$ cat config.mk
export PLATFORM = sky130hd
export DESIGN_NAME = btn_repeat_sched
export DESIGN_NICKNAME = d
export VERILOG_FILES = /design/src/rtl/btn_repeat_sched_pkg.sv /design/src/rtl/tick_interval_cnt.sv /design/src/rtl/btn_repeat_sched.sv
export SDC_FILE = /design/constraint.sdc
export NUM_CORES = 1
export LEC_CHECK = 0
export BUFFER_PORTS_ARGS = -buffer_cell sky130_fd_sc_hd__buf_2
export CAP_MARGIN = 10
export CORE_AREA = 2 2 55 57
export CTS_BUF_LIST = sky130_fd_sc_hd__clkbuf_4
export CTS_CLUSTER_DIAMETER = 80
export DETAILED_ROUTE_END_ITERATION = 16
export DIE_AREA = 0 0 57 59
export GPL_TIMING_DRIVEN = 1
export PLACE_DENSITY = 0.75
export SYNTH_ARGS = -nofsm -noshare
export SYNTH_HDL_FRONTEND = slang
export SYNTH_SLANG_ARGS = --single-unit
$ cat constraint.sdc
create_clock -name iClk -period 1.7 [get_ports iClk]
set_input_delay 0.34 -clock iClk [delete_from_list [all_inputs] [get_ports iClk]]
set_output_delay 0.34 -clock iClk [all_outputs]
set_load 0.05 [all_outputs]
$ cat src/rtl/btn_repeat_sched_pkg.sv
// rtl/btn_repeat_sched_pkg.sv - shared states, directions and default timing for the repeat scheduler
package btn_repeat_sched_pkg;

    typedef enum logic [2:0] {
        ST_IDLE = 3'd0,
        ST_HOLD = 3'd1,
        ST_SLOW = 3'd2,
        ST_FAST = 3'd3,
        ST_LOCK = 3'd4
    } state_t;

    localparam logic DIR_UP = 1'b0;
    localparam logic DIR_DN = 1'b1;

    localparam int C_HOLD_MS    = 500;
    localparam int C_SLOW_MS    = 200;
    localparam int C_FAST_MS    = 50;
    localparam int C_FAST_AFTER = 8;
    localparam int C_CNT_W      = 10;

endpackage

$ cat src/rtl/tick_interval_cnt.sv
// rtl/tick_interval_cnt.sv - counts 1 ms ticks and strobes when the selected period elapses
module tick_interval_cnt
    import btn_repeat_sched_pkg::*;
#(
    parameter int P_CNT_W = C_CNT_W
) (
    input  logic               iClk,
    input  logic               iRst,
    input  logic               iClear,
    input  logic               iTick,
    input  logic [P_CNT_W-1:0] iPeriod,
    output logic               oExpire
);

    localparam logic [P_CNT_W-1:0] C_ONE = P_CNT_W'(1);

    logic [P_CNT_W-1:0] rCnt;

    assign oExpire = iTick && (rCnt == (iPeriod - C_ONE));

    always_ff @(posedge iClk or posedge iRst) begin
        if (iRst) begin
            rCnt <= '0;
        end else if (iClear || oExpire) begin
            rCnt <= '0;
        end else if (iTick) begin
            rCnt <= rCnt + C_ONE;
        end
    end

endmodule

$ cat src/rtl/btn_repeat_sched.sv
// rtl/btn_repeat_sched.sv - turns held U/D buttons into accelerating one-cycle step pulses
module btn_repeat_sched
    import btn_repeat_sched_pkg::*;
#(
    parameter int P_HOLD_MS    = C_HOLD_MS,
    parameter int P_SLOW_MS    = C_SLOW_MS,
    parameter int P_FAST_MS    = C_FAST_MS,
    parameter int P_FAST_AFTER = C_FAST_AFTER,
    parameter int P_CNT_W      = C_CNT_W
) (
    input  logic iClk,
    input  logic iRst,
    input  logic iTick_1ms,
    input  logic iEn,
    input  logic iBtn_U,
    input  logic iBtn_D,
    output logic oUp,
    output logic oDown,
    output logic oRepeat,
    output logic oBusy
);

    localparam int                 C_REP_W   = $clog2(P_FAST_AFTER + 1);
    localparam logic [C_REP_W-1:0] C_REP_MAX = C_REP_W'(P_FAST_AFTER);
    localparam logic [C_REP_W-1:0] C_REP_ONE = C_REP_W'(1);

    state_t               rState, stNext;
    logic                 rDir, dirNext;
    logic [C_REP_W-1:0]   rRep, repNext;
    logic                 rBlock;
    logic                 upNext, dnNext;
    logic                 activeBtn, oppBtn;
    logic                 cntClear, expire;
    logic [P_CNT_W-1:0]   period;

    always_comb begin
        case (rState)
            ST_HOLD: period = P_CNT_W'(P_HOLD_MS);
            ST_SLOW: period = P_CNT_W'(P_SLOW_MS);
            default: period = P_CNT_W'(P_FAST_MS);
        endcase
    end

    tick_interval_cnt #(
        .P_CNT_W (P_CNT_W)
    ) u_interval (
        .iClk    (iClk),
        .iRst    (iRst),
        .iClear  (cntClear),
        .iTick   (iTick_1ms),
        .iPeriod (period),
        .oExpire (expire)
    );

    always_comb begin
        stNext    = rState;
        dirNext   = rDir;
        repNext   = rRep;
        upNext    = 1'b0;
        dnNext    = 1'b0;
        activeBtn = (rDir == DIR_UP) ? iBtn_U : iBtn_D;
        oppBtn    = (rDir == DIR_UP) ? iBtn_D : iBtn_U;
        if (!iEn) begin
            stNext = ST_IDLE;
        end else begin
            case (rState)
                ST_IDLE: begin
                    // rBlock keeps a button held across an enable drop from re-triggering
                    if (!rBlock) begin
                        if (iBtn_U ^ iBtn_D) begin
                            stNext  = ST_HOLD;
                            dirNext = iBtn_U ? DIR_UP : DIR_DN;
                            repNext = '0;
                            upNext  = iBtn_U;
                            dnNext  = iBtn_D;
                        end else if (iBtn_U && iBtn_D) begin
                            stNext = ST_LOCK;
                        end
                    end
                end
                ST_HOLD, ST_SLOW, ST_FAST: begin
                    if (!activeBtn) begin
                        stNext = ST_IDLE;
                    end else if (oppBtn) begin
                        stNext = ST_LOCK;
                    end else if (expire) begin
                        upNext = (rDir == DIR_UP);
                        dnNext = (rDir == DIR_DN);
                        if (rState == ST_HOLD) begin
                            repNext = C_REP_ONE;
                            stNext  = ST_SLOW;
                        end else if (rState == ST_SLOW) begin
                            repNext = (rRep == C_REP_MAX) ? rRep : rRep + C_REP_ONE;
                            if (repNext >= C_REP_MAX) begin
                                stNext = ST_FAST;
                            end
                        end
                    end
                end
                ST_LOCK: begin
                    if (!iBtn_U && !iBtn_D) begin
                        stNext = ST_IDLE;
                    end
                end
                default: stNext = ST_IDLE;
            endcase
        end
        cntClear = (stNext != rState) || (rState == ST_IDLE) || (rState == ST_LOCK);
    end

    always_ff @(posedge iClk or posedge iRst) begin
        if (iRst) begin
            rState  <= ST_IDLE;
            rDir    <= DIR_UP;
            rRep    <= '0;
            rBlock  <= 1'b0;
            oUp     <= 1'b0;
            oDown   <= 1'b0;
            oRepeat <= 1'b0;
            oBusy   <= 1'b0;
        end else begin
            rState  <= stNext;
            rDir    <= dirNext;
            rRep    <= repNext;
            oUp     <= upNext;
            oDown   <= dnNext;
            oRepeat <= (stNext == ST_HOLD) || (stNext == ST_SLOW) || (stNext == ST_FAST);
            oBusy   <= (stNext != ST_IDLE);
            if (!iEn && (iBtn_U || iBtn_D)) begin
                rBlock <= 1'b1;
            end else if (!iBtn_U && !iBtn_D) begin
                rBlock <= 1'b0;
            end
        end
    end

endmodule

==> results of run 1 <==
power groups by stage:
stage                     Combinational (mW)  Clock (mW)  Sequential (mW)
after floorplan                       0.0680           0            0.598
after global placement                 0.155           0            0.579
after detailed placement               0.162           0            0.579
after CTS                              0.163       0.281            0.569
after global routing                   0.197       0.309            0.572
final                                  0.177       0.287            0.571
flip-flops by register name, indices dropped and copies added, names as in the netlist:
signal and flops:
u_interval.rCnt 10, rRep 4, rState 3, oBusy 1, oDown 1, oRepeat 1, oUp 1, rBlock 1
rDir 1
timing repair:
item	CTS	global route
pin swaps	2	10
setup buffers	2	5
gates resized for setup	5	26
setup endpoints to repair	18	20
final timing paths:
kind	from	to	slack, ns	cells past startpoint
worst max register to register	rState[1]	rRep[0]	-0.34	6
worst min register to register	rRep[3]	rRep[3]	0.61	2
max in group asynchronous	iRst	rState[1]	1.42	3
worst min-delay path	iRst	rRep[3]	0.03	3
worst max-delay path	rState[1]	rRep[0]	-0.34	6
min in group iClk	iEn	rBlock	0.22	2
metal layers:
layer	vias to the layer above	share of wire, %	routed length, um	GRT usage [%]
met5	-	0	0	0
met4	0	2.4	90	12.3
met3	11	3.7	138	2.84
met2	46	51	1890	38.8
met1	677	43	1570	28.1
li1	634	-	-	-
critical path, cell delays in order, from the launching register on:
cell,delay [ns]
sky130_fd_sc_hd__dfrtp_2,0.48
sky130_fd_sc_hd__xnor2_2,0.17
sky130_fd_sc_hd__or3_4,0.43
sky130_fd_sc_hd__a2111oi_4,0.49
sky130_fd_sc_hd__buf_4,0.18
sky130_fd_sc_hd__a32o_1,0.16
sky130_fd_sc_hd__a31o_1,0.09
Yosys cell counts:
cell type                   count  area [um^2]
sky130_fd_sc_hd__a2111o_1       1         11.3
sky130_fd_sc_hd__a2111oi_2      1         15.0
sky130_fd_sc_hd__a211oi_1       1         7.51
sky130_fd_sc_hd__a21oi_1        4         20.0
sky130_fd_sc_hd__a31o_1         1         8.76
sky130_fd_sc_hd__a31oi_1        2         12.5
sky130_fd_sc_hd__a32o_1         1         10.0
sky130_fd_sc_hd__a41o_1         1         10.0
sky130_fd_sc_hd__a41oi_1        1         8.76
sky130_fd_sc_hd__and2_1         1         6.26
sky130_fd_sc_hd__and2_2         1         7.51
sky130_fd_sc_hd__and3_1         2         12.5
sky130_fd_sc_hd__and3b_1        1         8.76
sky130_fd_sc_hd__and4_1         1         8.76
sky130_fd_sc_hd__buf_2          1         5.00
sky130_fd_sc_hd__buf_4          1         7.51
sky130_fd_sc_hd__buf_6          2         22.5
sky130_fd_sc_hd__clkbuf_1       2         7.51
sky130_fd_sc_hd__dfrtp_1       23          576
sky130_fd_sc_hd__ha_1           7         87.6
sky130_fd_sc_hd__inv_1         10         37.5
sky130_fd_sc_hd__mux2i_1        2         20.0
sky130_fd_sc_hd__nand2_1       12         45.0
sky130_fd_sc_hd__nand2b_1       2         12.5
sky130_fd_sc_hd__nand3_1        9         45.0
sky130_fd_sc_hd__nand3b_1       2         15.0
sky130_fd_sc_hd__nand4_1        3         18.8
sky130_fd_sc_hd__nand4b_1       1         8.76
sky130_fd_sc_hd__nor2_1        18         67.6
sky130_fd_sc_hd__nor2b_1        2         12.5
sky130_fd_sc_hd__nor3_1         5         25.0
sky130_fd_sc_hd__nor3b_1        3         22.5
sky130_fd_sc_hd__o211a_1        1         10.0
sky130_fd_sc_hd__o211ai_1       3         22.5
sky130_fd_sc_hd__o21ai_0        5         25.0
sky130_fd_sc_hd__o21ai_1        2         10.0
sky130_fd_sc_hd__o311ai_1       2         17.5
sky130_fd_sc_hd__or2_2          1         6.26
sky130_fd_sc_hd__or2b_1         1         7.51
sky130_fd_sc_hd__or3_1          1         6.26
sky130_fd_sc_hd__or3_4          1         11.3
sky130_fd_sc_hd__or3b_1         1         8.76
sky130_fd_sc_hd__or4_1          1         7.51
sky130_fd_sc_hd__xnor2_1        7         61.3
sky130_fd_sc_hd__xor2_1         7         61.3
final cells by class:
cell class                 instances  share of cell area (%)
multi-input combinational        118                    47.7
clock buffer                       4                    1.58
timing repair buffer              44                    16.2
tap                               31                    2.04
inverter                          10                    1.98
sequential                        23                    30.5
logic make-up (layout without fill, tap and decap cells):
kind of cell / after synthesis / after routing / synth area share [%]
adder cells (fa/ha/maj): 7 / 7 / 6.09
AND/OR/NAND/NOR: 69 / 69 / 25.3
buffers and inverters: 16 / 58 / 5.57
AO/OA/AOI/OAI: 26 / 26 / 13.1
XOR/XNOR: 14 / 14 / 8.52
flip-flops: 23 / 23 / 40.0
multiplexers: 2 / 2 / 1.39
per-stage QoR:
step | hold slack (ns) | std cells | setup WS, ns | utilization, %
after floorplan | 0.342 | 157 | -0.153 | -
after global placement | 0.388 | 223 | -0.216 | 63.9
after detailed placement | 0.397 | 223 | -0.331 | 63.9
after CTS | 0.0462 | 229 | -0.254 | 66.5
after global routing | 0.0570 | 230 | -0.381 | 70.1
final | 0.0308 | 230 | -0.345 | 70.1
==> flow_summary_export.csv, run 1 <==
group,metric,value,unit
power,power_density,544,nW/um^2
synth,synth_area_per_cell,9.16,um^2
synth,ys_types,45,
power,irDropWorstVdd,0.478,mV
sta,finalCritPeriodShare,120,%
placement,half_perimeter_wire_length_after_detailed_placement,2530,um
floorplan,row_count,19,
sta,slew_headroom,72.6,%
final_layout,final_common_cell,"sky130_fd_sc_hd__buf_4",
routing,routed-via-count,1368,
clocking,tritoncts_clock_tree,"built",
routing,drt_iter0_drc,50,
clocking,clock_path_buffers,2,
sta,setup_viol_count_final,18,
power,fin_total_pwr,1.03,mW
global_route,grt_use_total,22.6,%
floorplan,start_util,53.1,%
sta,rsz0062_at_grt,"yes",
critical_path,crit_arrival,2.32,ns
placement,io_buffers,9,
hold_path,hold_path.class,"input port to async pin",
routing,antenna_violating_nets_post_route,0,
clocking,clk_pin_slew,0.14,ns
critical_path,timing.critical_path.required,1.97,ns
floorplan,coreArea,2710,um^2
routing,drc_errors,0,
final_layout,mostFrequentLayoutCells,"sky130_fd_sc_hd__buf_4 (35), sky130_fd_sc_hd__dfrtp_1 (20), sky130_fd_sc_hd__nor2_1 (13), sky130_fd_sc_hd__nand2_1 (12), sky130_fd_sc_hd__inv_1 (10)",
sta,skew_final,0.00398,ns
sta,fmax,0.489,GHz
power,power.share.switching,28.2,%
sta,worst_pin_slew,0.411,ns
clocking,clock_tree.root_cell,"sky130_fd_sc_hd__clkbuf_4",
power,internal_power,742,uW
clocking,cts.htree.levels,1,
synth,yosys_register_bits,23,
power,power.clock.fraction,27.7,%
synth,post_synth_inst_count,157,
placement,post_dp_cell_area,1730,um^2
power,sw_pwr,292,uW
clocking,holdBufCountCts,0,
global_route,gr-total-overflow,0,
final_layout,finish.instance_area,1900,um^2
job,max_capacitance_violation_count,0,
clocking,tritoncts.num_buffers,3,
sta,setup_total_negative_slack,-4.78,ns
critical_path,crit_path_start_kind,"flop",
sta,report.final.hold_viol_count,0,
global_route,grt_start_max_net_pins,24,
final_layout,area_growth_syn_to_layout,32.0,%
sta,fin_crit,2.04,ns
global_route,grt_first_pass_wirelength,5750,um
routing,drt_pass1_iterations,4,
floorplan,die_w,57,um
floorplan,top_level_ports,10,
routing,drt-vias-per-instance,5.95,
clocking,cts.sinks,23,
run_status,outcome,"complete, but fails checks",
synth,synth_sequential_area_ratio,40.0,%
final_layout,num-nets-final,213,
power,p_leak,0.867,nW
synth,syn_area,1440,um^2
critical_path,crit_fanout,4,
synth,synth_nets,170,
final_layout,share_of_cells_above_drive_strength_1,39.2,%
final_layout,diodes,0,
floorplan,total_die_area,3360,um^2
final_layout,multi_input_area,906,um^2
final_layout,fillCellCount,195,
critical_path,criticalPathCategory,"flop to flop",
clocking,worst_skew_pair.late_latency,0.32,ns
global_route,grt_pass1_vias,1328,
sta,postLayoutSetupSlackWorst,-0.345,ns
synth,synth_warnings,0,
routing,drt_wl_cell,16.0,um
sta,final-max-slew-violation-count,0,
placement,gp_routability_congestion,0.873,
run_status,failed_checks,"negative setup slack",
final_layout,seqCellArea,579,um^2
routing,drt-total-wl,3680,um
global_route,antenna_found_initial,0,
floorplan,die_height,59,um
critical_path,end_kind,"flop",
power,p_seq_share,55.2,%
power,share_comb_of_total_power,17.1,%
No activity file was read; power rests on OpenSTA's default activity.
==> run 2, diff against run 1 <==
--- a/config.mk
+++ b/config.mk
@@ -5,15 +5,15 @@
 export SDC_FILE = /design/constraint.sdc
 export NUM_CORES = 1
 export LEC_CHECK = 0
-export BUFFER_PORTS_ARGS = -buffer_cell sky130_fd_sc_hd__buf_2
-export CAP_MARGIN = 10
+export CAP_MARGIN = 5
 export CORE_AREA = 2 2 55 57
 export CTS_BUF_LIST = sky130_fd_sc_hd__clkbuf_4
 export CTS_CLUSTER_DIAMETER = 80
 export DETAILED_ROUTE_END_ITERATION = 16
 export DIE_AREA = 0 0 57 59
+export DONT_BUFFER_PORTS = 1
 export GPL_TIMING_DRIVEN = 1
-export PLACE_DENSITY = 0.75
+export PLACE_DENSITY = 0.72
 export SYNTH_ARGS = -nofsm -noshare
 export SYNTH_HDL_FRONTEND = slang
 export SYNTH_SLANG_ARGS = --single-unit
==> run 2 against run 1 <==
The flow still finishes with violations (negative setup slack); sequential share of layout area rose by 1.6 points; critical path depth fell by 1; count of clock-buffer cells in the layout fell by 1; die area did not move; register-to-register slack improved by 0.02 ns; critical endpoint is now rRep[3]; largest cell class unchanged; largest power group unchanged; highest routed layer unchanged.
==> flow_summary_export.csv, run 2 (synthesis results as in run 1) <==
group,metric,value,unit
run_status,outcome,"complete, but fails checks",
run_status,failed_checks,"negative setup slack",
critical_path,timing.critical_path.slowest_stage_cell,"sky130_fd_sc_hd__dfrtp_2",
power,p_leak,0.785,nW
critical_path,regToRegStartpoint,"rState[0]",
sta,rsz0062_at_grt,"yes",
sta,fin_crit,2.02,ns
sta,finalCritPeriodShare,119,%
placement,io_buffers,0,
power,irDropWorstVdd,0.569,mV
hold_path,holdPathStages,1,
power,sw_pwr,265,uW
floorplan,start_util,53.1,%
routing,antenna_violating_nets_post_route,0,
floorplan,top_level_ports,10,
hold_path,holdCritStartpoint,"iEn",
global_route,gr-total-overflow,0,
routing,routed-via-count,1289,
routing,drc_errors,0,
final_layout,final_common_cell,"sky130_fd_sc_hd__buf_4",
placement,placedCellCount,208,
final_layout,layoutNonFillerInstCount,214,
floorplan,total_die_area,3360,um^2
clocking,tritoncts_clock_tree,"built",
routing,drt_iter0_drc,33,
power,share_comb_of_total_power,12.9,%
critical_path,reg2reg_depth,5,
global_route,grt_start_max_net_pins,24,
clocking,cts.sinks,23,
routing,drt-total-wl,3360,um
floorplan,coreArea,2710,um^2
clocking,clk_pin_slew,0.13,ns
power,internal_power,704,uW
global_route,grt_first_pass_wirelength,5690,um
critical_path,crit_path_start_kind,"flop",
placement,half_perimeter_wire_length_after_detailed_placement,2380,um
global_route,grt_pass1_vias,1311,
placement,post_dp_cell_area,1640,um^2
final_layout,final_core_util,66.5,%
final_layout,finish.instance_area,1800,um^2
global_route,grt_use_total,21.4,%
floorplan,row_count,19,
sta,final-max-slew-violation-count,0,
final_layout,share_of_cells_above_drive_strength_1,30.6,%
power,power.share.switching,27.3,%
final_layout,diodes,0,
sta,slew_headroom,70.0,%
placement,gp_routability_congestion,0.837,
final_layout,num-nets-final,197,
routing,drt_pass1_iterations,4,
routing,drt-vias-per-instance,6.02,
final_layout,register_with_the_highest_flop_count,"u_interval.rCnt",
routing,drt_wl_cell,15.7,um
critical_path,timing.critical_path.required,1.90,ns
global_route,antenna_found_initial,0,
critical_path,criticalPathCategory,"flop to flop",
sta,setup_viol_count_final,18,
sta,skew_final,0.00428,ns
sta,report.final.hold_viol_count,0,
critical_path,rr_endpoint,"rRep[3]",
floorplan,die_w,57,um
final_layout,largest_reg_flops,10,
final_layout,reg_top3,"u_interval.rCnt (10), rRep (4), rState (3)",
critical_path,max_stage_delay,0.48,ns
sta,fmax,0.495,GHz
critical_path,crit_arrival,2.22,ns
power,p_seq_share,60.7,%
hold_path,worstHoldEndpoint,"rBlock",
final_layout,area_growth_syn_to_layout,25.3,%
clocking,cts.htree.levels,1,
critical_path,end_kind,"flop",
critical_path,reg2reg_setup_slack,-0.32,ns
clocking,clock_path_buffers,2,
final_layout,mostFrequentLayoutCells,"sky130_fd_sc_hd__buf_4 (26), sky130_fd_sc_hd__dfrtp_1 (20), sky130_fd_sc_hd__nor2_1 (17), sky130_fd_sc_hd__nand2_1 (12), sky130_fd_sc_hd__inv_1 (10)",
power,power_density,537,nW/um^2
sta,postLayoutSetupSlackWorst,-0.321,ns
job,max_capacitance_violation_count,0,
clocking,tritoncts.num_buffers,3,
critical_path,crit_fanout,4,
sta,worst_pin_slew,0.451,ns
floorplan,die_height,59,um
power,power.clock.fraction,26.4,%
hold_path,hold_path.class,"input port to flop",
clocking,worst_skew_pair.late_latency,0.31,ns
sta,holdWs,0.101,ns
critical_path,worstPathCellList,"xnor2_2 > or3_4 > a2111o_1 > o311ai_2 > o21ai_1",
clocking,clock_tree.root_cell,"sky130_fd_sc_hd__clkbuf_4",
-- run 2: cell count changes in the layout (fill, tap and decap cells not counted), moves of 2 or more --
cell / change
sky130_fd_sc_hd__nor3b_2: -2
sky130_fd_sc_hd__nor2_1: +4
sky130_fd_sc_hd__nor2_2: -4
sky130_fd_sc_hd__buf_2: -9
sky130_fd_sc_hd__buf_4: -9
-- run 2: per-layer routing --
metal	global-route usage, %	wire, um
met3	4.59	167
met4	5.98	41
met5	0	0
met1	27.0	1540
met2	37.4	1610
-- run 2: critical path, delay by kind of cell, from the launching register on --
family	cells	cell delay, ns
AND/OR/NAND/NOR	1	0.40
AO/OA/AOI/OAI	3	0.87
flip-flops	1	0.48
XOR/XNOR	1	0.16
-- run 2: timing repair --
item | in CTS | in global routing
hold buffers | 1 | 0
endpoints found under the hold margin | 23 | 0
cloned | 0 | 0
setup buffers | 0 | 2
gates resized for setup | 13 | 14
pin swaps | 7 | 7
endpoints found under the setup margin | 18 | 20
-- run 2: how the worst max path moves through the flow --
stage                   start                 end  cells after the start
floorplan           rState[0]             rRep[0]                      6
global placement    rState[0]  u_interval.rCnt[0]                      6
detailed placement  rState[0]  u_interval.rCnt[1]                      6
CTS                 rState[0]             rRep[2]                      5
global route        rState[0]             rRep[3]                      5
finish              rState[0]             rRep[3]                      5
-- run 2: through the flow --
stage / setup TNS, ns / power, mW / worst slack [ns]
floorplan: -1.78 / 0.666 / -0.153
global placement: -2.77 / 0.705 / -0.200
detailed placement: -4.81 / 0.710 / -0.350
CTS: -3.30 / 0.963 / -0.272
global route: -5.29 / 1.01 / -0.374
finish: -3.90 / 0.969 / -0.321
-- run 2: power by group through the flow --
stage / combinational, mW / sequential [mW] / clock [mW]
after floorplan: 0.0680 / 0.598 / 0
after global placement: 0.109 / 0.596 / 0
after detailed placement: 0.113 / 0.597 / 0
after CTS: 0.118 / 0.587 / 0.258
after global routing: 0.141 / 0.589 / 0.281
final: 0.125 / 0.588 / 0.256
-- run 2: area by class of cell --
type | count | area [um^2]
timing repair buffer | 28 | 225
multi-input combinational | 118 | 895
clock inverter | 1 | 5.00
fill | 224 | 907
inverter | 10 | 37.5
clock buffer | 3 | 22.5
sequential | 23 | 579
tap | 31 | 38.8
